[src/rtl/fetch_pkg.sv]
// Shared pipeline definitions for the fetch stage.
// Holds reset/exception vectors, bus widths, IF/ID field offsets and state encoding.
package fetch_pkg;

    localparam logic [31:0] RESET_PC       = 32'hBFC0_0000;
    localparam logic [31:0] EXC_ENTER_ADDR = 32'hBFC0_0380;

    localparam int IF_ID_BUS_W = 66;
    localparam int JBR_BUS_W   = 34;
    localparam int EXC_BUS_W   = 33;

    // IF_ID_bus = {pc[31:0], inst[31:0], fetch_error, delay_slot}
    localparam int IFID_PC_LSB   = 34;
    localparam int IFID_INST_LSB = 2;
    localparam int IFID_FERR_BIT = 1;
    localparam int IFID_DS_BIT   = 0;

    typedef enum logic {
        ST_BOOT = 1'b0,
        ST_RUN  = 1'b1
    } fetch_state_e;

endpackage

[src/rtl/fetch.sv]
// Instruction-fetch stage: owns the PC, addresses the synchronous ROM and
// hands {pc, inst, fetch_error, delay_slot} to decode.
// Ports: clk, reset (sync, active-high), ID_allow_in, jbr_bus, exc_bus, cancel,
//        inst_addr/inst_rdata (ROM), IF_over, IF_ID_bus, IF_pc.
module fetch
    import fetch_pkg::*;
(
    input  logic                   clk,
    input  logic                   reset,
    input  logic                   ID_allow_in,
    input  logic [JBR_BUS_W-1:0]   jbr_bus,
    input  logic [EXC_BUS_W-1:0]   exc_bus,
    input  logic                   cancel,
    output logic [31:0]            inst_addr,
    input  logic [31:0]            inst_rdata,
    output logic                   IF_over,
    output logic [IF_ID_BUS_W-1:0] IF_ID_bus,
    output logic [31:0]            IF_pc
);

    logic        br_leave;
    logic        br_taken;
    logic [31:0] br_target;
    logic        exc_valid;
    logic [31:0] exc_pc;

    assign {br_leave, br_taken, br_target} = jbr_bus;
    assign {exc_valid, exc_pc}             = exc_bus;

    fetch_state_e state_q, state_d;
    logic [31:0]  pc_q, pc_d;
    logic         ds_pend_q, ds_pend_d;
    logic         tgt_pend_q, tgt_pend_d;
    logic [31:0]  tgt_pc_q, tgt_pc_d;

    logic run;
    logic kill;
    logic handoff;
    logic fetch_error;

    assign run         = (state_q == ST_RUN);
    assign kill        = exc_valid | cancel;
    assign handoff     = run & ID_allow_in & ~kill;
    assign fetch_error = |pc_q[1:0];

    always_comb begin
        state_d    = ST_RUN;
        pc_d       = pc_q;
        ds_pend_d  = ds_pend_q;
        tgt_pend_d = tgt_pend_q;
        tgt_pc_d   = tgt_pc_q;

        // BOOT keeps the PC so the ROM word requested during BOOT matches it.
        if (run) begin
            if (exc_valid)
                pc_d = exc_pc;
            else if (handoff && br_leave && br_taken)
                pc_d = br_target;
            else if (handoff && ds_pend_q && tgt_pend_q)
                pc_d = tgt_pc_q;
            else if (handoff)
                pc_d = pc_q + 32'd4;
        end

        if (kill || handoff) begin
            ds_pend_d  = 1'b0;
            tgt_pend_d = 1'b0;
        end else if (run && br_leave) begin
            // Branch left decode while we stall: remember slot and target.
            ds_pend_d = 1'b1;
            if (br_taken) begin
                tgt_pend_d = 1'b1;
                tgt_pc_d   = br_target;
            end
        end
    end

    always_ff @(posedge clk) begin
        if (reset) begin
            state_q    <= ST_BOOT;
            pc_q       <= RESET_PC;
            ds_pend_q  <= 1'b0;
            tgt_pend_q <= 1'b0;
            tgt_pc_q   <= 32'd0;
        end else begin
            state_q    <= state_d;
            pc_q       <= pc_d;
            ds_pend_q  <= ds_pend_d;
            tgt_pend_q <= tgt_pend_d;
            tgt_pc_q   <= tgt_pc_d;
        end
    end

    // ROM address tracks next-PC so next cycle's data belongs to the new pc.
    assign inst_addr = run ? pc_d : RESET_PC;
    assign IF_over   = run & ~kill;
    assign IF_pc     = pc_q;

    assign IF_ID_bus[IFID_PC_LSB +: 32]   = pc_q;
    assign IF_ID_bus[IFID_INST_LSB +: 32] = fetch_error ? 32'd0 : inst_rdata;
    assign IF_ID_bus[IFID_FERR_BIT]       = fetch_error;
    assign IF_ID_bus[IFID_DS_BIT]         = ds_pend_q | br_leave;

endmodule

[config.mk]
export PLATFORM = sky130hd
export DESIGN_NAME = fetch
export DESIGN_NICKNAME = d
export VERILOG_FILES = /design/src/rtl/fetch_pkg.sv /design/src/rtl/fetch.sv
export SDC_FILE = /design/constraint.sdc
export NUM_CORES = 1
export LEC_CHECK = 0
export CAP_MARGIN = 20
export CORE_MARGIN = 8
export CORE_UTILIZATION = 37
export DETAILED_ROUTE_END_ITERATION = 10
export PLACE_DENSITY = 0.84
export SKIP_LAST_GASP = 1
export SLEW_MARGIN = 0
export SYNTH_ARGS = -nofsm -noshare
export SYNTH_HDL_FRONTEND = slang
export SYNTH_SLANG_ARGS = --single-unit
[constraint.sdc]
create_clock -name clk -period 4.88 [get_ports clk]
set_input_delay 0.732 -clock clk [delete_from_list [all_inputs] [get_ports clk]]
set_output_delay 0.732 -clock clk [all_outputs]
set_load 0.01 [all_outputs]
==> results of run 1 <==
state kept, by name, summed over array words and instances (netlist names):
name        cells
ds_pend_q       1
tgt_pend_q      1
run             1
tgt_pc_q       32
IF_pc          32
layout by cell type (no fill, tap or decap), types with 4 or more instances in the layout:
cell / n
o221ai_1: 4
nand4_1: 19
nor3_1: 15
and4_1: 7
a21oi_1: 63
o22ai_1: 9
nor4_1: 9
a211oi_1: 22
buf_4: 21
and3_1: 4
and2_1: 36
o21a_1: 9
clkbuf_16: 9
nand3_1: 13
o21ai_0: 40
xnor2_1: 11
a21o_1: 5
xor2_1: 9
o31ai_1: 6
dfxtp_1: 66
or3_1: 5
clkdlybuf4s50_1: 232
a31oi_1: 8
nor2_1: 45
inv_1: 7
o211a_1: 4
mux2i_1: 5
nor2b_1: 5
nand2_1: 110
nand2b_1: 4
worst max-delay path, delay by kind of cell:
kind	cells	cell delay [ns]
buf+inv	2	1.10
xor+xnor	1	0.13
compound gates	1	0.27
simple gates	3	1.43
through the flow:
| stage | hold slack [ns] | setup slack [ns] | cell area, um^2 | std cells |
|---|---|---|---|---|
| finish | 0.456 | 0.481 | 7270 | 1025 |
| global placement | 0.440 | 0.603 | 6990 | 1009 |
| detailed placement | 0.446 | 0.540 | 6990 | 1009 |
| CTS | 0.455 | 0.527 | 7270 | 1025 |
| floorplan | 0.432 | 1.67 | 4730 | 666 |
| global route | 0.474 | 0.239 | 7270 | 1025 |
layer usage:
layer	GRT usage	up-vias	wire length (um)
met5	0	-	0
met4	0.0988	0	646
met3	0.0859	56	2690
met2	0.400	413	9770
met1	0.259	2738	7220
li1	-	2730	-
power by group:
part,internal (W),switching [W]
clock,0.000353,0.000284
combinational,0.000266,0.000201
sequential,0.000566,0.0000423
total,0.00119,0.000526
cell type report:
type | count | area [um^2]
clock inverter | 7 | 60.1
timing repair buffer | 254 | 2480
fill | 1157 | 5300
inverter | 8 | 30.0
tap | 172 | 215
multi-input combinational | 508 | 2920
clock buffer | 9 | 225
sequential | 67 | 1340
final timing paths:
path	to	slack, ns	depth (start not counted)
worst max-delay path	inst_addr[23]	0.48	7
worst min-delay path	tgt_pc_q[17]$_SDFFE_PP0P_	0.46	2
worst max register to register	IF_pc[29]$_SDFF_PP1_	2.25	6
worst min register to register	tgt_pc_q[17]$_SDFFE_PP0P_	0.46	2
cell families (layout without fill, tap and decap cells):
group	after synthesis	count (layout)	share of synthesized area
xor gates and xnor gates	20	20	0.0371
DFF	67	67	0.284
AOI/OAI and AO/OA	198	198	0.267
and+or+nand+nor	284	284	0.298
muxes	5	5	0.0106
adders and majority gates	1	1	0.00265
buffers and inverters	91	278	0.101
==> summary.txt, run 1 <==
status - complete, no violations
Synth Cell Area - 4730 um^2
Die Wd - 129 um
num ports - 234
Cell variety after synth - 59
GPL Wtd Cong - 0.878
Vias - 5937
CTS max path bufs - 2
worst-case clock skew - 0.0107 ns
Tmin final - 4.40 ns
HPWL after DPL - 14900 um
cells after synthesis - 666
Final setup viols - 0
pin count of the biggest net entering global routing - 61
GRT overflow - 0
RSZ-0062 raised after global routing - no
clk sinks - 67
worst setup path startpoint - cancel
DR DRC count - 0
Hold WC Path Type - register to register
slowest stage cell, crit path - nor4_1
WL/cell - 19.8 um
area leader, netlist - dfxtp_1
syn nets - 770
Slew Limit Fails - 0
Initial Util - 0.376
Final #Nets - 952
cts repair resizes - 0
Synth Flop Type - dfxtp_1
hold_sp - tgt_pc_q[17]$_SDFFE_PP0P_
hold_buf cts - 0
CTS tree - yes
register area share after synthesis - 0.284
CP max stage delay - 0.62 ns
Worst VDD drop - 0.195 mV
Commonest cells post-synth - 110 x nand2_1, 67 x dfxtp_1, 63 x a21oi_1
RR Startpoint - run$_DFF_P_
FP Rows - 41
Antenna Nets Post-Route - 0
post-CTS repair timing setup buffer count - 0
average size of a mapped cell - 7.10 um^2
Detailed Route WL - 20300 um
crit path cell chain - clkdlybuf4s50_1 > and4bb_2 > nand4_1 > nor4_1 > xnor2_1 > o21ai_0 > clkdlybuf4s50_1
Tot GR Track Use - 0.235
Util after Layout - 0.579
Yosys top cell area share - 0.284
H-tree depth - 3
Chip Height - 129 um
layout cells sized above 1 - 0.0574
crit-path most repeated cell - clkdlybuf4s50_1
Fin. Hold Viols - 0
Post-Route Setup TNS - 0 ns
CP Launch Type - input pin
crit end category - output pin
global-route wire length before repair - 30700 um
synthesis-to-finish area growth - 53.9%
Design Power - 0.00171 W
FFs w/ async S/R, synth - 0
Synth warnings - 0
crit-path max FO - 13
Tightest Pin Transition - 0.706 ns
top-count cell post-synth - nand2_1
number of DRC markers in iteration 0 - 649
worst slew margin relative to its limit - 0.530
vias per cell - 5.79
Antenna Cells - 0
Seq cells post-synth - 67
DRT Pass-1 Iters - 7
fmax - 227 MHz
Final period util - 0.901
Synth area leaders - dfxtp_1 28%, nand2_1 8.7%, a21oi_1 6.7%
Lkg Pwr - 2.58 nW
worst-skew pair later-pin latency - 0.34 ns
Worst Path Arrival - 3.67 ns
Clock Pin Slew Worst Setup and Hold Paths - 0.06 ns
Pwr per Cell Area - 235 nW/um^2
Port Buffers - 233
vias in the first global route - 5754
EDFF count, synth - 0
Max Cap Violations - 0
Clock Tree Root - clkbuf_16
Core Area - 12600 um^2
initial antenna violation count - 0
critical path data required time - 4.15 ns
die area - 16600 um^2
TritonCTS buffer count - 9
Crit Path Category - input pin to output pin
No activity file was read; power rests on OpenSTA's default activity.
==> run 2: changes to the inputs <==
Settings changed: REMOVE_ABC_BUFFERS from default to 1.
==> summary.txt, run 2 (same netlist as run 1, synthesis figures left out) <==
Port Buffers - 233 (unchanged)
CP bufs+invs - 2 (unchanged)
Net Sw Power - 0.000479 W (-9.1%)
post-CTS repair timing setup buffer count - 0 (unchanged)
pin count of the biggest net entering global routing - 55 (-9.8%)
num ports - 234 (unchanged)
Tightest Pin Transition - 0.711 ns (+0.00496 ns)
Final setup viols - 0 (unchanged)
Core Area - 12600 um^2 (unchanged)
number of stages on the worst setup path - 8 (+1)
clk sinks - 67 (unchanged)
vias in the first global route - 5767 (+0.23%)
Die Wd - 129 um (unchanged)
CTS tree - yes
P_int - 0.00121 W (+2.4%)
Tmin final - 4.24 ns (-0.157 ns)
fmax - 236 MHz (+3.7%)
status - complete, no violations
Fin. Hold Viols - 0 (unchanged)
reg-to-reg endpoint - IF_pc[27]$_SDFF_PP1_
Max Cap Violations - 0 (unchanged)
Slew Limit Fails - 0 (unchanged)
cts repair resizes - 0 (unchanged)
synthesis-to-finish area growth - 54.0% (about the same)
area of the multi-input gates - 2920 um^2 (unchanged)
Pwr per Cell Area - 233 nW/um^2 (-1.2%)
share of power burned in registers - 0.360 (+0.004)
Worst Path Arrival - 3.51 ns (-0.16 ns)
Hold WC Path Type - register to register
Chip Height - 129 um (unchanged)
Post-DP Area - 7000 um^2 (+0.11%)
Worst VDD drop - 0.130 mV (-33%)
number of DRC markers in iteration 0 - 577 (-11%)
CTS max path bufs - 2 (unchanged)
RSZ-0062 raised after global routing - no
CP max stage delay - 0.59 ns (-0.03 ns)
Antenna Nets Post-Route - 0 (unchanged)
crit end category - output pin
FP Rows - 41 (unchanged)
crit-path most repeated cell - clkdlybuf4s50_1
TritonCTS buffer count - 9 (unchanged)
GRT overflow - 0 (unchanged)
crit path cell chain - clkdlybuf4s50_1 > and4bb_2 > nand4_1 > or4_1 > a31oi_1 > a211oi_1 > nor2_1 > clkdlybuf4s50_1
critical path data required time - 4.15 ns (about the same)
initial antenna violation count - 0 (unchanged)
hold path endpoint - tgt_pc_q[21]$_SDFFE_PP0P_
HPWL after DPL - 15200 um (+1.9%)
commonest non-fill, non-tap cell in the layout - clkdlybuf4s50_1
WL/cell - 19.8 um (-0.39%)
Cell Count, Final, Fillers Out - 1025 (unchanged)
H-tree depth - 3 (unchanged)
GPL Wtd Cong - 0.904 (+3.0%)
DRT Pass-1 Iters - 5 (-2)
vias per cell - 5.65 (-2.5%)
layout cells sized above 1 - 0.0563 (-0.00117)
Final period util - 0.869 (-0.0321)
Initial Util - 0.376 (unchanged)
CP Launch Type - input pin
Clock Pin Slew Worst Setup and Hold Paths - 0.05 ns (about the same)
Hold WS - 0.450 ns (-0.00606 ns)
RR Startpoint - IF_pc[15]$_SDFF_PP0_
Clock Tree Root - clkbuf_16
crit-path max FO - 13 (unchanged)
Net Sw Frac - 0.283 (-0.0248)
Reg2Reg Depth - 6 (unchanged)
hold_sp - tgt_pc_q[21]$_SDFFE_PP0P_
Post-Route Setup TNS - 0 ns (unchanged)
placed cells - 1010 (+0.099%)
register area - 1340 um^2 (unchanged)
Worst Hold Path Cells - 2 (unchanged)
Antenna Cells - 0 (unchanged)
Tot GR Track Use - 0.233 (-0.00187)
Vias - 5788 (-2.5%)
die area - 16600 um^2 (unchanged)
Lkg Pwr - 2.60 nW (+0.61%)
DR DRC count - 0 (unchanged)
most frequent cells in the layout - 232 x clkdlybuf4s50_1, 110 x nand2_1, 66 x dfxtp_1
Final #Nets - 953 (+0.11%)
Logic pwr share - 0.275 (+0.003)
Detailed Route WL - 20200 um (-0.39%)
fin area - 7280 um^2 (about the same)
worst slew margin relative to its limit - 0.522 (-0.00725)
hold_buf cts - 0 (unchanged)
Worst path top cell family by delay - simple AND/OR/NAND/NOR gates
Util after Layout - 0.579 (about the same)
clock share of power - 0.366 (-0.006)
global-route wire length before repair - 30300 um (-1.3%)
worst-skew pair later-pin latency - 0.33 ns (about the same)
slowest stage cell, crit path - clkdlybuf4s50_1
Worst R2R Setup Slack - 2.31 ns (+0.06 ns)
Crit Path Category - input pin to output pin
worst-case clock skew - 0.00612 ns (-0.00462 ns)
Layout fillers - 1135 (-1.9%)
==> run 2: changes by cell type in the layout (fill, tap and decap cells not counted) <==
| cell | before | now |
|---|---|---|
| clkinv_2 | 0 | 2 |
| clkinvlp_4 | 3 | 0 |
| clkbuf_8 | 0 | 3 |
| inv_6 | 3 | 0 |
| inv_8 | 1 | 0 |
| buf_4 | 21 | 22 |
| clkbuf_1 | 0 | 1 |
==> run 2: worst reg2reg max path: cells and delay by family (launching register included) <==
family,cells,cell delay (ns)
compound gates,2,0.63
xor+xnor,1,0.17
flops,1,0.55
simple gates,3,1.10
==> run 2: worst max-delay path by stage <==
| stage | startpoint | endpoint |
|---|---|---|
| 2_1_floorplan | run$_DFF_P_ | inst_addr[27] |
| 3_3_place_gp | ID_allow_in | inst_addr[17] |
| 3_5_place_dp | ID_allow_in | inst_addr[17] |
| 4_1_cts | ID_allow_in | inst_addr[17] |
| 5_1_grt | ID_allow_in | inst_addr[17] |
| 6_report | ID_allow_in | inst_addr[17] |
==> run 2: power by group through the flow <==
stage          combinational (W)  sequential [W]  clock [W]
2_1_floorplan           0.000147        0.000627          0
3_3_place_gp            0.000459        0.000619          0
3_5_place_dp            0.000463        0.000619          0
4_1_cts                 0.000467        0.000608   0.000618
5_1_grt                 0.000496        0.000612   0.000644
6_report                0.000465        0.000609   0.000619
==> run 2: routing by layer <==
| metal | routed length (um) | part of all wire | GRT usage | vias up |
|---|---|---|---|---|
| met2 | 10100 | 0.50 | 0.420 | 346 |
| met4 | 473 | 0.023 | 0.0850 | 0 |
| li1 | - | - | - | 2735 |
| met3 | 2300 | 0.11 | 0.0653 | 32 |
| met1 | 7370 | 0.36 | 0.255 | 2675 |
| met5 | 0 | 0 | 0 | - |
==> run 2: layout make-up <==
type / count / area share
clock buffers: 13 / 0.0371
inverters: 8 / 0.00413
repair buffers: 255 / 0.343
multi-input cells: 508 / 0.401
clock inverters: 2 / 0.00138
well taps: 172 / 0.0296
flip-flops and latches: 67 / 0.185
==> run 2: per-stage QoR <==
step,total power [W],worst slack [ns]
finish,0.00169,0.638
global route,0.00175,0.482
CTS,0.00169,0.629
detailed placement,0.00108,0.646
global placement,0.00108,0.690
floorplan,0.000774,0.120
